File: config.mk
export PLATFORM = sky130hd
export DESIGN_NAME = fetch_controller
export DESIGN_NICKNAME = d
export VERILOG_FILES = /design/src/rtl/fetch_controller.sv
export SDC_FILE = /design/constraint.sdc
export NUM_CORES = 1
export LEC_CHECK = 0
export CAP_MARGIN = 30
export CORE_MARGIN = 1.5
export CORE_UTILIZATION = 53
export CTS_BUF_LIST = sky130_fd_sc_hd__clkbuf_16
export CTS_CLUSTER_DIAMETER = 120
export DETAILED_ROUTE_END_ITERATION = 10
export GPL_ROUTABILITY_DRIVEN = 0
export PLACE_DENSITY = 0.86
export SYNTH_ARGS = -nofsm -noshare
export SYNTH_HDL_FRONTEND = slang
export SYNTH_SLANG_ARGS = --single-unit
File: constraint.sdc
create_clock -name clock -period 12.8 [get_ports clock]
set_input_delay 2.56 -clock clock [delete_from_list [all_inputs] [get_ports clock]]
set_output_delay 2.56 -clock clock [all_outputs]
set_load 0.02 [all_outputs]
File: src/rtl/fetch_controller.sv
// fetch_controller
//   Sequences instruction fetch: owns the program counter, issues word-address
//   requests to instruction memory, hands fetched words to decode over a
//   valid/ready pair, and applies branch/jump redirects from decode.
//
// Ports
//   clock, reset             rising-edge clock, asynchronous active-high reset
//   imem_req / imem_addr     outstanding fetch request and its word address
//   imem_ready / imem_rdata  memory response strobe and instruction word
//   inst_valid / inst_ready  decode handshake
//   inst / inst_pc           fetched instruction and its word address
//   redirect(_target)        one-cycle redirect pulse and new PC
//   fetch_count              instructions accepted by decode
//
// state | meaning
// IDLE  | post-reset cycle, no request outstanding
// FETCH | request to imem_addr outstanding, waiting for imem_ready
// HOLD  | instruction presented to decode, waiting for accept or redirect
module fetch_controller #(
  parameter int unsigned              ADDR_W   = 32,
  parameter logic [ADDR_W-1:0]        RESET_PC = '0
) (
  input  logic              clock,
  input  logic              reset,
  output logic              imem_req,
  output logic [ADDR_W-1:0] imem_addr,
  input  logic              imem_ready,
  input  logic [31:0]       imem_rdata,
  output logic              inst_valid,
  input  logic              inst_ready,
  output logic [31:0]       inst,
  output logic [ADDR_W-1:0] inst_pc,
  input  logic              redirect,
  input  logic [ADDR_W-1:0] redirect_target,
  output logic [31:0]       fetch_count
);

  typedef enum logic [1:0] {
    IDLE  = 2'b00,
    FETCH = 2'b01,
    HOLD  = 2'b10
  } state_t;

  localparam logic [ADDR_W-1:0] PC_ONE = {{(ADDR_W-1){1'b0}}, 1'b1};

  state_t            state_q,       state_d;
  logic [ADDR_W-1:0] pc_q,          pc_d;
  logic              inst_valid_q,  inst_valid_d;
  logic [31:0]       inst_q,        inst_d;
  logic [ADDR_W-1:0] inst_pc_q,     inst_pc_d;
  logic [31:0]       fetch_count_q, fetch_count_d;
  logic              pend_q,        pend_d;
  logic [ADDR_W-1:0] pend_target_q, pend_target_d;

  always_comb begin
    state_d       = state_q;
    pc_d          = pc_q;
    inst_valid_d  = inst_valid_q;
    inst_d        = inst_q;
    inst_pc_d     = inst_pc_q;
    fetch_count_d = fetch_count_q;
    pend_d        = pend_q;
    pend_target_d = pend_target_q;

    case (state_q)
      IDLE: begin
        state_d = FETCH;
        if (redirect) pc_d = redirect_target;
      end

      FETCH: begin
        if (!imem_ready) begin
          // The address must not move while the request is outstanding, so a
          // redirect is parked until the current response comes back.
          if (redirect) begin
            pend_d        = 1'b1;
            pend_target_d = redirect_target;
          end
        end else if (pend_q || redirect) begin
          // Response belongs to the wrong path: drop it and refetch.
          pc_d   = redirect ? redirect_target : pend_target_q;
          pend_d = 1'b0;
        end else begin
          inst_d       = imem_rdata;
          inst_pc_d    = pc_q;
          pc_d         = pc_q + PC_ONE;
          inst_valid_d = 1'b1;
          state_d      = HOLD;
        end
      end

      HOLD: begin
        // Redirect takes priority over acceptance: the held instruction is on
        // the wrong path and must not be counted.
        if (redirect) begin
          inst_valid_d = 1'b0;
          pc_d         = redirect_target;
          state_d      = FETCH;
        end else if (inst_ready) begin
          fetch_count_d = fetch_count_q + 32'd1;
          inst_valid_d  = 1'b0;
          state_d       = FETCH;
        end
      end

      default: state_d = IDLE;
    endcase
  end

  always_ff @(posedge clock or posedge reset) begin
    if (reset) begin
      state_q       <= IDLE;
      pc_q          <= RESET_PC;
      inst_valid_q  <= 1'b0;
      inst_q        <= '0;
      inst_pc_q     <= '0;
      fetch_count_q <= '0;
      pend_q        <= 1'b0;
      pend_target_q <= '0;
    end else begin
      state_q       <= state_d;
      pc_q          <= pc_d;
      inst_valid_q  <= inst_valid_d;
      inst_q        <= inst_d;
      inst_pc_q     <= inst_pc_d;
      fetch_count_q <= fetch_count_d;
      pend_q        <= pend_d;
      pend_target_q <= pend_target_d;
    end
  end

  assign imem_req    = (state_q == FETCH);
  assign imem_addr   = pc_q;
  assign inst_valid  = inst_valid_q;
  assign inst        = inst_q;
  assign inst_pc     = inst_pc_q;
  assign fetch_count = fetch_count_q;

endmodule

==> out/results.tsv, run 1 <==
stage	metric	value	unit
sta	final worst-path cycle share	38.7	%
critical_path	Max FO, Critical Path	42	
logic_synthesis	sequential area share after synthesis	54.5	%
placed_design	IO buf count	198	
logic_synthesis	Synth Flop Type	dfrtp_1	
critical_path	worst path required time	13150	ps
sta	hold slack final	474	ps
clock_network	CTS max path bufs	2	
clock_network	Resize count post-CTS	0	
logic_synthesis	Syn Area/Cell	9.67	um^2
routing	DRT Wirelength	20900	um
logic_synthesis	Synthesis Warnings	0	
floorplan	Starting Density	54.3	%
logic_synthesis	EDFF count, synth	0	
global_route	vias in the first global route	6391	
finish	Syn-to-layout area delta	36.5	%
logic_synthesis	FF+latch count, synth	164	
routing	Pre-antenna DRT Iters	6	
routing	post-route ant nets	0	
pwr	worst vdd ir	100	uV
finish	Final nets	1032	
logic_synthesis	Synthesized Nets	850	
logic_synthesis	cells after synthesis	779	
critical_path	Crit. End Element	register	
sta	Max transition margin	37.1	%
flow_run	MaxCap Viol Count	0	
routing	post-DR wirelength/cell	18.1	um
clock_network	CTS Root Cell	clkbuf_16	
sta	setup TNS	0	ps
finish	non-filler cells, final	1154	
global_route	grt ovf	0	
floorplan	Die W	122	um
logic_synthesis	share of flip-flops with an asynchronous set or reset	100	%
global_route	initial antenna violation count	0	
sta	Final Max Tran Viols	0	
placed_design	HPWL Detailed	13700	um
sta	RSZ-0062 raised after global routing	false	
clock_network	htree depth	4	
critical_path	CP Data Arrival Time	5300	ps
clock_network	Num CTS Buffers	17	
critical_path	kind of critical path	primary input to register	
sta	Clock Skews	6.77	ps
global_route	Total Routing Usage GR	28.6	%
finish	commonest non-fill, non-tap cell in the layout	nand2_1	
sta	final setup fails	0	
sta	minimum clock period	4950	ps
pwr	Total Power	2.37	mW
placed_design	placed instance area	9640	um^2
clock_network	# Post-CTS Setup Buffers	0	
floorplan	IO Count	199	
placed_design	DP Cell Count	1121	
clock_network	Clk Latency, worst-skew pair	430	ps
sta	worst-margin pin slew	943	ps
clock_network	CTS tree	done	
finish	fin util	74.1	%
critical_path	crit path launch type	primary input	
clock_network	hold buffers post-CTS	0	
hold_path	min-delay worst type	register to register	
floorplan	row count	43	
pwr	P_leak	4.51	nW
logic_synthesis	Synth cell types	57	
clock_network	clk sink count	164	
pwr	Power Density	230	nW/um^2
logic_synthesis	Syn Std Cell Area	7540	um^2
finish	Post-Layout Inst Area	10300	um^2
global_route	first-pass GRT wire length	32900	um
floorplan	core area	13900	um^2
routing	Via Count	6640	
placed_design	pre-CTS WS	7120	ps
routing	Iter 0 DRT Violations	745	
sta	setup ws final	7850	ps
clock_network	Clock Pin Slew Worst Setup and Hold Paths	60	ps
outcome	status	finished, final reports clean	
global_route	largest net degree at the start of global routing	95	
floorplan	die area	14900	um^2
finish	most frequent cells in the layout	232 x nand2_1, 198 x clkdlybuf4s50_1, 164 x dfrtp_1	
routing	vias per std cell	5.75	
finish	layout cell share with drive strength beyond 1	8.93	%
sta	fmax	202	MHz
finish	diodes inserted	0	
sta	Fin. Hold Viols	0	
floorplan	Die H	122	um
routing	# DRC	0	
## cell type report
class | count | area [um^2]
fill | 979 | 3600
clock inverter | 15 | 213
timing repair buffer | 206 | 2040
tap | 180 | 225
multi-input combinational | 566 | 3250
sequential | 164 | 4100
clock buffer | 17 | 425
inverter | 6 | 27.5
## flip-flops by register name (all words and copies together), names as in the netlist
register	flops
fetch_count	32
imem_addr	32
inst	32
inst_pc	32
pend_target_q	32
state_q	2
inst_valid	1
pend_q	1
## cell usage after synthesis, types with 6 or more instances
cell,count,area [um^2]
a211oi_1,6,45.0
a21oi_1,29,145
a31oi_1,7,43.8
and3_1,12,75.1
and4_1,8,70.1
clkbuf_1,38,143
dfrtp_1,164,4100
mux2_2,33,372
nand2_1,233,875
nand3_1,25,125
nand4_1,13,81.3
nor2_1,33,124
nor3_1,20,100
o21ai_0,22,110
xnor2_1,34,298
xor2_1,11,96.3
## critical path: stages
cell and delay [ps]:
clkdlybuf4s50_1 620, nor2_1 570, nand2_2 590, buf_4 490
o211a_1 280, o21ai_0 170
## power breakdown
part	internal [mW]	switching, mW
Clock	0.345	0.210
Sequential	0.706	0.191
Combinational	0.430	0.486
## final timing paths
path	to	slack, ps	cells past startpoint	start
setup / recovery	imem_addr[10]	7850	6	redirect
hold / removal	inst_pc[20]	470	2	inst_pc[20]
setup reg to reg	imem_addr[10]	9950	5	pend_q
hold reg to reg	inst_pc[20]	470	2	inst_pc[20]
max in group asynchronous	pend_target_q[19]	8680	3	reset
min in group asynchronous	inst[21]	2700	2	reset
## kinds of logic after synthesis
family,Yosys count,synth area share [%]
and+or+nand+nor,378,22.9
DFF,164,54.5
AOI/OAI and AO/OA,106,9.28
buffers and inverters,49,2.61
xor gates and xnor gates,45,5.23
muxes,35,5.20
adders and majority gates,2,0.332
## routing by layer
metal	share of wire, %	vias to the layer above	wire, um	global-route usage, %
met5	0	-	0	0
met4	3.2	0	675	12.1
met3	6.3	59	1310	6.37
met2	49	297	10200	44.4
met1	41	3242	8670	39.0
li1	-	3042	-	-
No activity file was read; power rests on OpenSTA's default activity.
==> inputs of run 2 (changes only) <==
- CORE_UTILIZATION: 53 -> 44
- PLACE_DENSITY: 0.86 -> 0.76
- clock period: 12.8 -> 4.2 ns (I/O delays scaled with it)
==> run 2 against run 1 <==
Global-route usage down 5.2 points. Flip-flop and latch count unchanged. Non-clock buffer count up 4. Hold slack worse by 1.2 ps. Clock skew up 1.1 ps. Critical path depth down 3. Final area up 0.62%. Via count down 2.3%. Sequential power rose to 3.0 times the previous value. Largest cell class unchanged. Highest routed layer unchanged.
==> out/results.tsv, run 2 (same netlist as run 1, synthesis figures left out) <==
stage	metric	value	unit	change
outcome	status	finished, final reports clean		
clock_network	hold buffers post-CTS	0		unchanged
critical_path	reg-to-reg startpoint	state_q[0]		
pwr	Switching Power	2.69	mW	+200%
finish	Syn-to-layout area delta	37.3	%	
global_route	grt ovf	0		unchanged
routing	DRT Wirelength	20500	um	-2.1%
critical_path	capture point of the worst path	imem_req		
floorplan	row count	47		+9.3%
critical_path	worst setup path start	state_q[0]		
critical_path	crit path launch type	register		
pwr	P_leak	4.51	nW	about the same
clock_network	CTS max path bufs	2		unchanged
finish	most frequent cells in the layout	232 x nand2_1, 198 x clkdlybuf4s50_1, 164 x dfrtp_1		
critical_path	reg-to-reg endpoint	pend_target_q[23]		
floorplan	Die W	134	um	+9.5%
routing	Via Count	6487		-2.3%
placed_design	IO buf count	198		unchanged
routing	DR top layer	met4		
routing	Pre-antenna DRT Iters	4		-2
critical_path	kind of critical path	register to primary output		
critical_path	Max FO, Critical Path	15		-64%
floorplan	Starting Density	45.3	%	-9.0 points
pwr	worst vdd ir	294	uV	+190%
clock_network	Num CTS Buffers	17		unchanged
floorplan	core area	16600	um^2	+20%
critical_path	reg2reg path depth	6		+1
finish	Multi-input gate area	3250	um^2	unchanged
pwr	Comb pwr share	39.5	%	+0.8 points
floorplan	IO Count	199		unchanged
sta	Final Max Tran Viols	0		unchanged
clock_network	# Post-CTS Setup Buffers	0		unchanged
critical_path	CP Data Arrival Time	2350	ps	-2950 ps
critical_path	critical path, cell by cell	inv_1, nor2_1, clkdlybuf4s50_1		
pwr	Power Density	681	nW/um^2	+200%
sta	fmax	314	MHz	
routing	# DRC	0		unchanged
critical_path	worst path required time	3360	ps	-9790 ps
sta	Max transition margin	36.5	%	-0.67 points
sta	RSZ-0062 raised after global routing	false		
pwr	internal cell power	4.35	mW	+190%
clock_network	Clock Pin Slew Worst Setup and Hold Paths	70	ps	about the same
sta	final setup fails	0		unchanged
flow_run	MaxCap Viol Count	0		unchanged
sta	setup TNS	0	ps	unchanged
global_route	first-pass GRT wire length	33100	um	+0.61%
clock_network	CTS Root Cell	clkbuf_16		
finish	FF/Latch Area	4100	um^2	unchanged
placed_design	placed instance area	9770	um^2	+1.3%
placed_design	HPWL Detailed	14100	um	+2.8%
pwr	register share of total power	38.6	%	+0.7 points
critical_path	Crit. End Element	primary output		
clock_network	Clk Latency, worst-skew pair	430	ps	about the same
finish	layout cell share with drive strength beyond 1	9.51	%	+0.58 points
sta	final worst-path cycle share	75.9	%	
critical_path	r2r setup slk	1670	ps	-8280 ps
critical_path	slowest library cell on the worst path	clkdlybuf4s50_1		
critical_path	max incr delay on CP	660	ps	+40 ps
finish	Final nets	1036		+0.39%
finish	commonest non-fill, non-tap cell in the layout	nand2_1		
sta	worst-margin pin slew	953	ps	+10.0 ps
clock_network	Resize count post-CTS	0		unchanged
routing	post-DR wirelength/cell	17.1	um	-5.8%
global_route	initial antenna violation count	0		unchanged
floorplan	Die H	134	um	+9.5%
pwr	Clock power frac	21.9	%	-1.5 points
sta	minimum clock period	3190	ps	
finish	Fillers	1448		+48%
global_route	vias in the first global route	6309		-1.3%
routing	WL met2	9500	um	-7.3%
pwr	switching share of total power	38.2	%	+0.74 points
finish	Post-Layout Inst Area	10300	um^2	+0.62%
clock_network	htree depth	4		unchanged
routing	M1 wire length	9200	um	+6.2%
global_route	Total Routing Usage GR	23.4	%	-5.2 points
global_route	largest net degree at the start of global routing	66		-31%
routing	metal3 WL	1170	um	-11%
clock_network	CTS tree	done		
hold_path	min-delay worst type	register to register		
sta	Fin. Hold Viols	0		unchanged
sta	Clock Skews	7.90	ps	+1.14 ps
routing	Iter 0 DRT Violations	411		-45%
floorplan	die area	17900	um^2	+20%
routing	vias per std cell	5.41		-6.0%
clock_network	clk sink count	164		unchanged
routing	post-route ant nets	0		unchanged
==> run 2: cell count changes in the layout (fill, tap and decap cells not counted) <==
cell       previous run  this run
diode_2               0         1
clkbuf_2              1         0
bufinv_16             5         2
inv_8                 0         1
clkinv_2              2         4
buf_4                 7         9
buf_12                0         3
clkinv_4              1         2
inv_1                 6         4
inv_6                 3         4
==> run 2: worst min-delay path by stage <==
stage	start	depth (start not counted)	slack, ps	end
4_1_cts	inst_pc[7]	2	480	inst_pc[7]
5_1_grt	inst[5]	2	490	inst[5]
3_5_place_dp	inst[19]	2	460	inst[19]
6_report	inst[20]	2	470	inst[20]
2_1_floorplan	pend_target_q[11]	2	450	imem_addr[11]
3_3_place_gp	inst[30]	2	460	inst[30]
==> run 2: per-layer routing <==
layer / vias to the layer above / global-route usage [%]
met1: 3175 / 32.4
met2: 219 / 35.4
li1: 3058 / -
met3: 35 / 4.38
met4: 0 / 11.3
met5: - / 0
==> run 2: power by group through the flow <==
stage | logic (mW) | clock network (mW) | registers (mW)
2_1_floorplan | 0.996 | 0 | 3.14
3_3_place_gp | 2.73 | 0 | 2.72
3_5_place_dp | 2.79 | 0 | 2.73
4_1_cts | 2.80 | 1.57 | 2.71
5_1_grt | 2.99 | 1.64 | 2.81
6_report | 2.78 | 1.54 | 2.72
==> run 2: critical path, delay by kind of cell (launching register included) <==
| family | cells | cell delay, ps |
|---|---|---|
| and+or+nand+nor | 1 | 240 |
| DFF | 1 | 630 |
| buffers and inverters | 2 | 1050 |
==> run 2: stage by stage <==
stage | setup WS, ps | hold WS, ps | power, mW | std cells | util, %
2_1_floorplan | 1280 | 455 | 4.13 | 779 | -
3_3_place_gp | 952 | 457 | 5.45 | 1166 | 58.7
3_5_place_dp | 903 | 462 | 5.52 | 1166 | 58.7
4_1_cts | 1030 | 478 | 7.08 | 1198 | 62.2
5_1_grt | 947 | 492 | 7.44 | 1198 | 62.2
6_report | 1010 | 473 | 7.05 | 1199 | 62.2
==> run 2: cell type report <==
class,instances,area share (%)
Antenna cell,1,0.0242
Sequential cell,164,39.7
Timing Repair Buffer,210,20.4
Tap cell,220,2.66
Inverter,6,0.254
Clock buffer,17,4.11
Multi-Input combinational cell,566,31.4
Clock inverter,15,1.50
